==> config.mk <==
export PLATFORM = sky130hd
export DESIGN_NAME = bram_fifo_ctrl
export DESIGN_NICKNAME = d
export VERILOG_FILES = /design/src/rtl/bram_fifo_ctrl.sv
export SDC_FILE = /design/constraint.sdc
export NUM_CORES = 1
export LEC_CHECK = 0
export BUFFER_PORTS_ARGS = -buffer_cell sky130_fd_sc_hd__buf_2
export CAP_MARGIN = 5
export CORE_UTILIZATION = 30
export DETAILED_ROUTE_END_ITERATION = 8
export GPL_ROUTABILITY_DRIVEN = 1
export PLACE_DENSITY_LB_ADDON = 0.15
export SLEW_MARGIN = 20
export SYNTH_ARGS = -nofsm -noshare
export SYNTH_HDL_FRONTEND = slang
export SYNTH_SLANG_ARGS = --single-unit
==> constraint.sdc <==
create_clock -name clock -period 3.9 [get_ports clock]
set_clock_uncertainty 0.15 [all_clocks]
set_input_delay 0.78 -clock clock [delete_from_list [all_inputs] [get_ports clock]]
set_output_delay 0.78 -clock clock [all_outputs]
set_load 0.02 [all_outputs]
==> src/rtl/bram_fifo_ctrl.sv <==
// rtl/bram_fifo_ctrl.sv - FIFO sequencer in front of a single-port bram with 1-cycle registered read
module bram_fifo_ctrl #(
    parameter int RAM_WIDTH     = 8,
    parameter int RAM_ADDR_BITS = 11
) (
    input  logic                     clock,
    input  logic                     reset,
    input  logic                     in_valid,
    output logic                     in_ready,
    input  logic [RAM_WIDTH-1:0]     in_data,
    output logic                     out_valid,
    input  logic                     out_ready,
    output logic [RAM_WIDTH-1:0]     out_data,
    output logic [RAM_ADDR_BITS:0]   level,
    output logic                     ram_enable,
    output logic                     write_enable,
    output logic [RAM_ADDR_BITS-1:0] address,
    output logic [RAM_WIDTH-1:0]     ram_wdata,
    input  logic [RAM_WIDTH-1:0]     ram_rdata
);
    localparam logic [RAM_ADDR_BITS:0]   DEPTH   = {1'b1, {RAM_ADDR_BITS{1'b0}}};
    localparam logic [RAM_ADDR_BITS:0]   LVL_ONE = (RAM_ADDR_BITS+1)'(1);
    localparam logic [RAM_ADDR_BITS-1:0] PTR_ONE = RAM_ADDR_BITS'(1);

    logic [RAM_ADDR_BITS-1:0] wr_ptr_q, wr_ptr_d;
    logic [RAM_ADDR_BITS-1:0] rd_ptr_q, rd_ptr_d;
    logic [RAM_ADDR_BITS:0]   level_q, level_d;
    logic                     rd_pend_q, rd_pend_d;
    logic                     out_valid_q, out_valid_d;
    logic [RAM_WIDTH-1:0]     out_data_q, out_data_d;

    logic slot_free;
    logic rd_issue;
    logic wr_fire;

    // A read is only issued when the output register is guaranteed free by the time its data lands.
    assign slot_free = !out_valid_q || out_ready;
    assign rd_issue  = (level_q != '0) && !rd_pend_q && slot_free;
    assign in_ready  = (level_q != DEPTH) && !rd_issue;
    assign wr_fire   = in_valid && in_ready;

    assign ram_enable   = rd_issue || wr_fire;
    assign write_enable = wr_fire;
    assign address      = rd_issue ? rd_ptr_q : (wr_fire ? wr_ptr_q : '0);
    assign ram_wdata    = wr_fire ? in_data : '0;

    assign out_valid = out_valid_q;
    assign out_data  = out_data_q;
    assign level     = level_q;

    always_comb begin
        wr_ptr_d    = wr_ptr_q;
        rd_ptr_d    = rd_ptr_q;
        level_d     = level_q;
        rd_pend_d   = rd_pend_q;
        out_valid_d = out_valid_q;
        out_data_d  = out_data_q;

        if (rd_issue) begin
            rd_ptr_d  = rd_ptr_q + PTR_ONE;
            level_d   = level_q - LVL_ONE;
            rd_pend_d = 1'b1;
        end else if (wr_fire) begin
            wr_ptr_d = wr_ptr_q + PTR_ONE;
            level_d  = level_q + LVL_ONE;
        end

        if (rd_pend_q) begin
            out_data_d  = ram_rdata;
            out_valid_d = 1'b1;
            rd_pend_d   = 1'b0;
        end else if (out_valid_q && out_ready) begin
            out_valid_d = 1'b0;
        end
    end

    always_ff @(posedge clock or negedge reset) begin
        if (!reset) begin
            wr_ptr_q    <= '0;
            rd_ptr_q    <= '0;
            level_q     <= '0;
            rd_pend_q   <= 1'b0;
            out_valid_q <= 1'b0;
            out_data_q  <= '0;
        end else begin
            wr_ptr_q    <= wr_ptr_d;
            rd_ptr_q    <= rd_ptr_d;
            level_q     <= level_d;
            rd_pend_q   <= rd_pend_d;
            out_valid_q <= out_valid_d;
            out_data_q  <= out_data_d;
        end
    end
endmodule

-- Word level (Yosys, flattened, before mapping)
Index checks and enable logic that the tools add are counted.
W data, S select, Z words.
- bitwise gates (word level): 1
- muxes and demuxes: 9
- $add $sub $neg: 4
- eq/ne operators: 1
- reductions and logical operators: 14
- operators with widths (operator ; number):
    $mux W12 ; 2
    $add A11 B1 Y11 const B ; 2
    $mux W11 ; 2
    $add A12 B1 Y12 const B ; 1
    $ne A12 B12 Y1 const B ; 1
    $reduce_bool A12 Y1 ; 1
    $sub A12 B1 Y12 const B ; 1
    $mux W8 ; 1
    $logic_and A1 B1 Y1 ; 5
    $mux W1 ; 4
    $reduce_bool A2 Y1 ; 2
    $logic_not A1 Y1 ; 3
    $logic_or A1 B1 Y1 ; 2
    $reduce_and A2 Y1 ; 1
    $not A1 Y1 ; 1
- bits of input ports: 20
- logic and storage cells: 35
- output and inout port bits: 43
- flip-flop bits (word level): 44

-- Depth between registers and ports, before layout
- word-level depth: 8
- gate-level depth with buffers: 12
- depth with buffers taken out: 11

-- Least setup slack after synthesis
OpenSTA, ideal clock, no wires.
- path kind: input port to flip-flop
- from: input out_ready
- to: register level_q[11] (netlist: level[11])
- required time: 3.669 ns
- path buffers: 1
- stages on the path: 11
- library setup time: 0.081 ns
- arrival: 3.230 ns
- slack: 0.439 ns
- cell sequence: nor2b_1 nor2_1 o21a_1 clkbuf_1 ha_1 a21o_1 a31oi_1 a21oi_1 o41ai_1 mux2i_1 xnor2_1
- cells in the longest elaborated chain, start to end: 6
- elaborated cells on any way between the ends: 7
- classes of those cells: 1 x mux; 6 x reduce/logical
- ends and longest elaborated chain (item ; line ; source):
    from (decl) ; 12 ; input logic out_ready,
    $logic_or A1 B1 Y1 * ; 37 ; assign slot_free = !out_valid_q || out_ready;
    $logic_and A1 B1 Y1 * ; 38 ; assign rd_issue = (level_q != '0) && !rd_pend_q && slot_free;
    net rd_issue ; 33 ; logic rd_issue;
    $logic_not A1 Y1 ; 39 ; assign in_ready = (level_q != DEPTH) && !rd_issue;
    $logic_and A1 B1 Y1 ; 39 ;
    $logic_and A1 B1 Y1 ; 40 ; assign wr_fire = in_valid && in_ready;
    $reduce_bool A2 Y1 (no line) ; - ;
    to (signal assigned) ; 88 ; level_q <= level_d;
    to (decl) ; 27 ; logic [RAM_ADDR_BITS:0] level_q, level_d;
Mark *: on every way through the listed nets, which the timed path passes. The rest lies on a longest branch.
A chain may end at the register's enable or synchronous reset.

-- Worst setup path in the final report
- from: register level_q[1] (netlist: level[1])
- to: register level_q[10] (netlist: level[10])
- cells in the longest elaborated chain, start to end: 7
- elaborated cells on any way between the ends: 12
- classes of those cells: 2 x add/sub; 1 x eq/ne; 2 x mux; 7 x reduce/logical
- ends and longest elaborated chain (item):
    branches (longest 7 deep; another with $add A12 B1 Y12)
Parallel ways; which one is timed is not known. The select of a mux whose other input is x is not followed.

==> results.txt <==
----------------------------------------------------
[Status]
  Result of the run ... finished, final reports clean

[Cells and area]
  Commonest non-fill, non-tap cells in the layout ... sky130_fd_sc_hd__buf_2 (61), sky130_fd_sc_hd__dfrtp_1 (44), sky130_fd_sc_hd__nand2_1 (22)
  Diodes inserted ... 0
  Area growth from synthesis to layout ... 22.2%
  Util after Layout ... 0.380
  Ratio of cells with drive above 1 in the final layout ... 0.291
  Most common cell after layout, fill and taps aside ... sky130_fd_sc_hd__buf_2
  Layout Nets ... 324

[Worst setup path]
  Critical-path maximum fanout ... 13
  Sum of buffers and inverters on the critical path ... 0
  Critical path's slowest cell ... sky130_fd_sc_hd__a2111oi_0
  CP Class ... flip-flop to flip-flop
  Ordered cell list for the critical path ... nor4_2, nand3_2, o21a_1, ha_1, a21o_1, a2111oi_0, o21ai_0, xnor2_1, o21ai_0
  Flop-to-flop setup slack ... 0.47 ns
  Req. time, crit path ... 3.96 ns
  Worst Path Arrival ... 3.50 ns
  Critical path startpoint category ... flip-flop
  Kind of end point of the critical path ... flip-flop
  Top Family by Delay on Critical Path ... compound AO/OA/AOI/OAI gates
  Delay contributed by the slowest stage of the critical path ... 0.64 ns
  Cell repeated most along the worst path ... sky130_fd_sc_hd__o21ai_0

[Floorplanning]
  Die height ... 91.5 um
  Floorplan Core Area ... 0.00773 mm^2
  Area of the die ... 0.00837 mm^2
  Die boundary width ... 91.5 um
  Number of rows created at floorplan ... 32
  Io pins ... 63
  Initial Utilization ... 0.311

[Place]
  IO buf count ... 62
  Final weighted congestion in routability-driven placement ... 0.787
  DP Wirelength ... 3780 um

[Synthesis]
  Post-synthesis share of cell area spent on xor and xnor gates ... 0.106
  Synth warnings ... 0
  Average cell area after synthesis ... 10.6 um^2
  Post-Syn Nets ... 260
  Seq/Total Area, Yosys ... 0.458
  Post-Synth Adder-Cell Area ... 0.0708
  Cell count after synthesis ... 227
  Netlist Area Pre-Place ... 0.00240 mm^2
  Multiplexer share of the synthesized area ... 0.0547
  Simple-gate share of the synthesized area ... 0.150
  Main combinational cell family by area after synthesis ... simple AND/OR/NAND/NOR gates
  Synthesized flop and latch total ... 44
  Number of distinct standard cells referenced by the synthesized netlist ... 39
  Compound-gate portion of the synthesized area ... 0.133

[Power and ir drop]
  Reg power frac ... 0.312
  Maximum vdd ir drop ... 284 uV
  Logic gate share of total power ... 0.561
  Power share of the clock group ... 0.128
  Leak pwr ... 1.41 nW
  Total power per unit cell area ... 924 mW/mm^2
  Total design power ... 2.72 mW
  Net switching power of the design ... 1.23 mW
  Internal Power ... 1.48 mW
  Switching share of power ... 0.455

[STA]
  Worst Max-Slew Pin Slew ... 0.652 ns
  Final number of setup-violating endpoints ... 0
  Number of endpoints with negative hold slack in the final report ... 0
  Final count of pins violating max slew ... 0
  Top achievable clock speed ... 0.291 GHz
  Normalized max-slew margin ... 0.554
  Final total negative setup slack ... 0 ns
  Setup repair after global routing missed its margin ... false
  Fin crit share ... 0.881
  Minimum clock period ... 3.43 ns

[Clock tree]
  Depth of the CTS H-tree ... 2
  CTS tree ... done
  Clock slew at the register clock pins of the worst setup and hold paths ... 0.08 ns
  Number of buffers on the longest clock path ... 2
  Count of hold-fix buffers inserted at cts ... 0
  Num Clock Sinks ... 44
  Number of buffers added for setup after CTS ... 0
  Clk Latency, worst-skew pair ... 0.29 ns
  Post-CTS sizing ... 0
  Number of CTS-inserted buffers ... 5
  Buffer type at the clock tree root ... sky130_fd_sc_hd__clkbuf_8

[Detailed routing]
  Vias per cell ... 4.80
  DRC ... 0
  Metal1 wirelength ... 2480 um
  Antenna-violating nets left ... 0
  DR WL/cell ... 13.2 um
  Initial DRT Pass Iterations ... 4
  Amount of wire on met3 after detailed routing ... 223 um
  Max layer used ... met4
  Routed wire length on met2 ... 2410 um
  Total via count after detailed routing ... 1890
  Initial DRC Count ... 68
  Total detailed-routing wirelength ... 5200 um

[Worst hold path]
  Min-Delay Path Class ... input pin to asynchronous set/reset pin

[Global route]
  Vias in the first global route ... 1837
  Antenna violations before repair ... 0
  GRT Resource Usage Total ... 0.136
  GRT Residual Overflow ... 0
  Largest net degree at the start of global routing ... 45
  Wire length of the first global-routing pass ... 8980 um

[Job]
  Max cap viols ... 0

----------------------------------------------------
final timing paths:
kind | start | end | depth (start not counted)
max | level[1] | level[10] | 9
min | reset | level[3] | 1
max reg2reg | level[1] | level[10] | 9
min reg2reg | wr_ptr_q[10] | wr_ptr_q[10] | 1
max in group asynchronous | reset | level[0] | 1
min in group clock | wr_ptr_q[10] | wr_ptr_q[10] | 1
sequential cells by signal, summed over array words and instances, names as in the netlist:
name and count:
out_data 8, out_valid 1, rd_ptr_q 11, level 12
wr_ptr_q 11, rd_pend_q 1
worst reg2reg max path: cells and delay by family, from the launching register on:
family	cells	cell delay, ns
XOR/XNOR	1	0.16
flip-flops	1	0.45
adder cells (fa/ha/maj)	1	0.43
AND/OR/NAND/NOR	2	0.51
AO/OA/AOI/OAI	5	1.67
cell families after synthesis:
logic type / Yosys count
XOR/XNOR: 29
buffers and inverters: 15
AO/OA/AOI/OAI: 47
adder cells (fa/ha/maj): 13
AND/OR/NAND/NOR: 67
flip-flops: 44
multiplexers: 12
cell usage after synthesis:
cell                         n  area, um^2
sky130_fd_sc_hd__a2111oi_0   1        8.76
sky130_fd_sc_hd__a211oi_1    1        7.51
sky130_fd_sc_hd__a21boi_0    2        15.0
sky130_fd_sc_hd__a21o_1      3        22.5
sky130_fd_sc_hd__a21oi_1     6        30.0
sky130_fd_sc_hd__a22o_1     11        96.3
sky130_fd_sc_hd__a31oi_1     1        6.26
sky130_fd_sc_hd__and2_1      9        56.3
sky130_fd_sc_hd__and3_1      6        37.5
sky130_fd_sc_hd__and4_1      1        8.76
sky130_fd_sc_hd__buf_2       5        25.0
sky130_fd_sc_hd__buf_4       1        7.51
sky130_fd_sc_hd__clkbuf_1    2        7.51
sky130_fd_sc_hd__dfrtp_1    44        1100
sky130_fd_sc_hd__fa_1        1        20.0
sky130_fd_sc_hd__ha_1       12         150
sky130_fd_sc_hd__inv_1       7        26.3
sky130_fd_sc_hd__mux2_2      9         101
sky130_fd_sc_hd__mux2i_1     3        30.0
sky130_fd_sc_hd__nand2_1    22        82.6
sky130_fd_sc_hd__nand2b_1    2        12.5
sky130_fd_sc_hd__nand3_1     5        25.0
sky130_fd_sc_hd__nand3_2     1        10.0
sky130_fd_sc_hd__nand4_1     9        56.3
sky130_fd_sc_hd__nor2_1      6        22.5
sky130_fd_sc_hd__nor2b_1     1        6.26
sky130_fd_sc_hd__nor3_1      2        10.0
sky130_fd_sc_hd__nor3b_1     1        7.51
sky130_fd_sc_hd__nor4_2      2        25.0
sky130_fd_sc_hd__o2111ai_1   1        8.76
sky130_fd_sc_hd__o21a_1      2        15.0
sky130_fd_sc_hd__o21ai_0    11        55.1
sky130_fd_sc_hd__o21ai_1     2        10.0
sky130_fd_sc_hd__o21bai_1    2        15.0
sky130_fd_sc_hd__o22ai_1     1        6.26
sky130_fd_sc_hd__o31ai_1     2        15.0
sky130_fd_sc_hd__o41ai_1     1        8.76
sky130_fd_sc_hd__xnor2_1    20         175
sky130_fd_sc_hd__xor2_1      9        78.8
per-stage QoR:
step | setup WS [ns] | hold WS (ns) | area [um^2] | std cells
2_1_floorplan | 0.439 | 0.292 | 2400 | 227
3_3_place_gp | 0.414 | 0.314 | 2830 | 386
3_5_place_dp | 0.280 | 0.324 | 2830 | 386
4_1_cts | 0.439 | 0.337 | 2940 | 394
5_1_grt | 0.238 | 0.367 | 2940 | 394
6_report | 0.466 | 0.325 | 2940 | 394
final cells by class:
cell class / instances / area [um^2]
clock inverter: 2 / 35.0
timing repair buffer: 65 / 335
sequential: 44 / 1100
tap: 102 / 128
multi-input combinational: 168 / 1240
inverter: 7 / 26.3
clock buffer: 6 / 72.6
fill: 775 / 4790
power by group through the flow:
stage | sequential, mW | clock, mW | combinational (mW)
finish | 0.847 | 0.346 | 1.52
global route | 0.884 | 0.387 | 1.71
CTS | 0.853 | 0.364 | 1.54
detailed placement | 0.859 | 0 | 1.54
global placement | 0.863 | 0 | 1.53
floorplan | 0.937 | 0 | 1.03
per-layer routing:
layer / up-vias / track usage
met5: - / 0
met4: 0 / 0.0476
met3: 8 / 0.0360
met2: 43 / 0.216
met1: 903 / 0.177
li1: 936 / -
No activity file was read; power rests on OpenSTA's default activity.
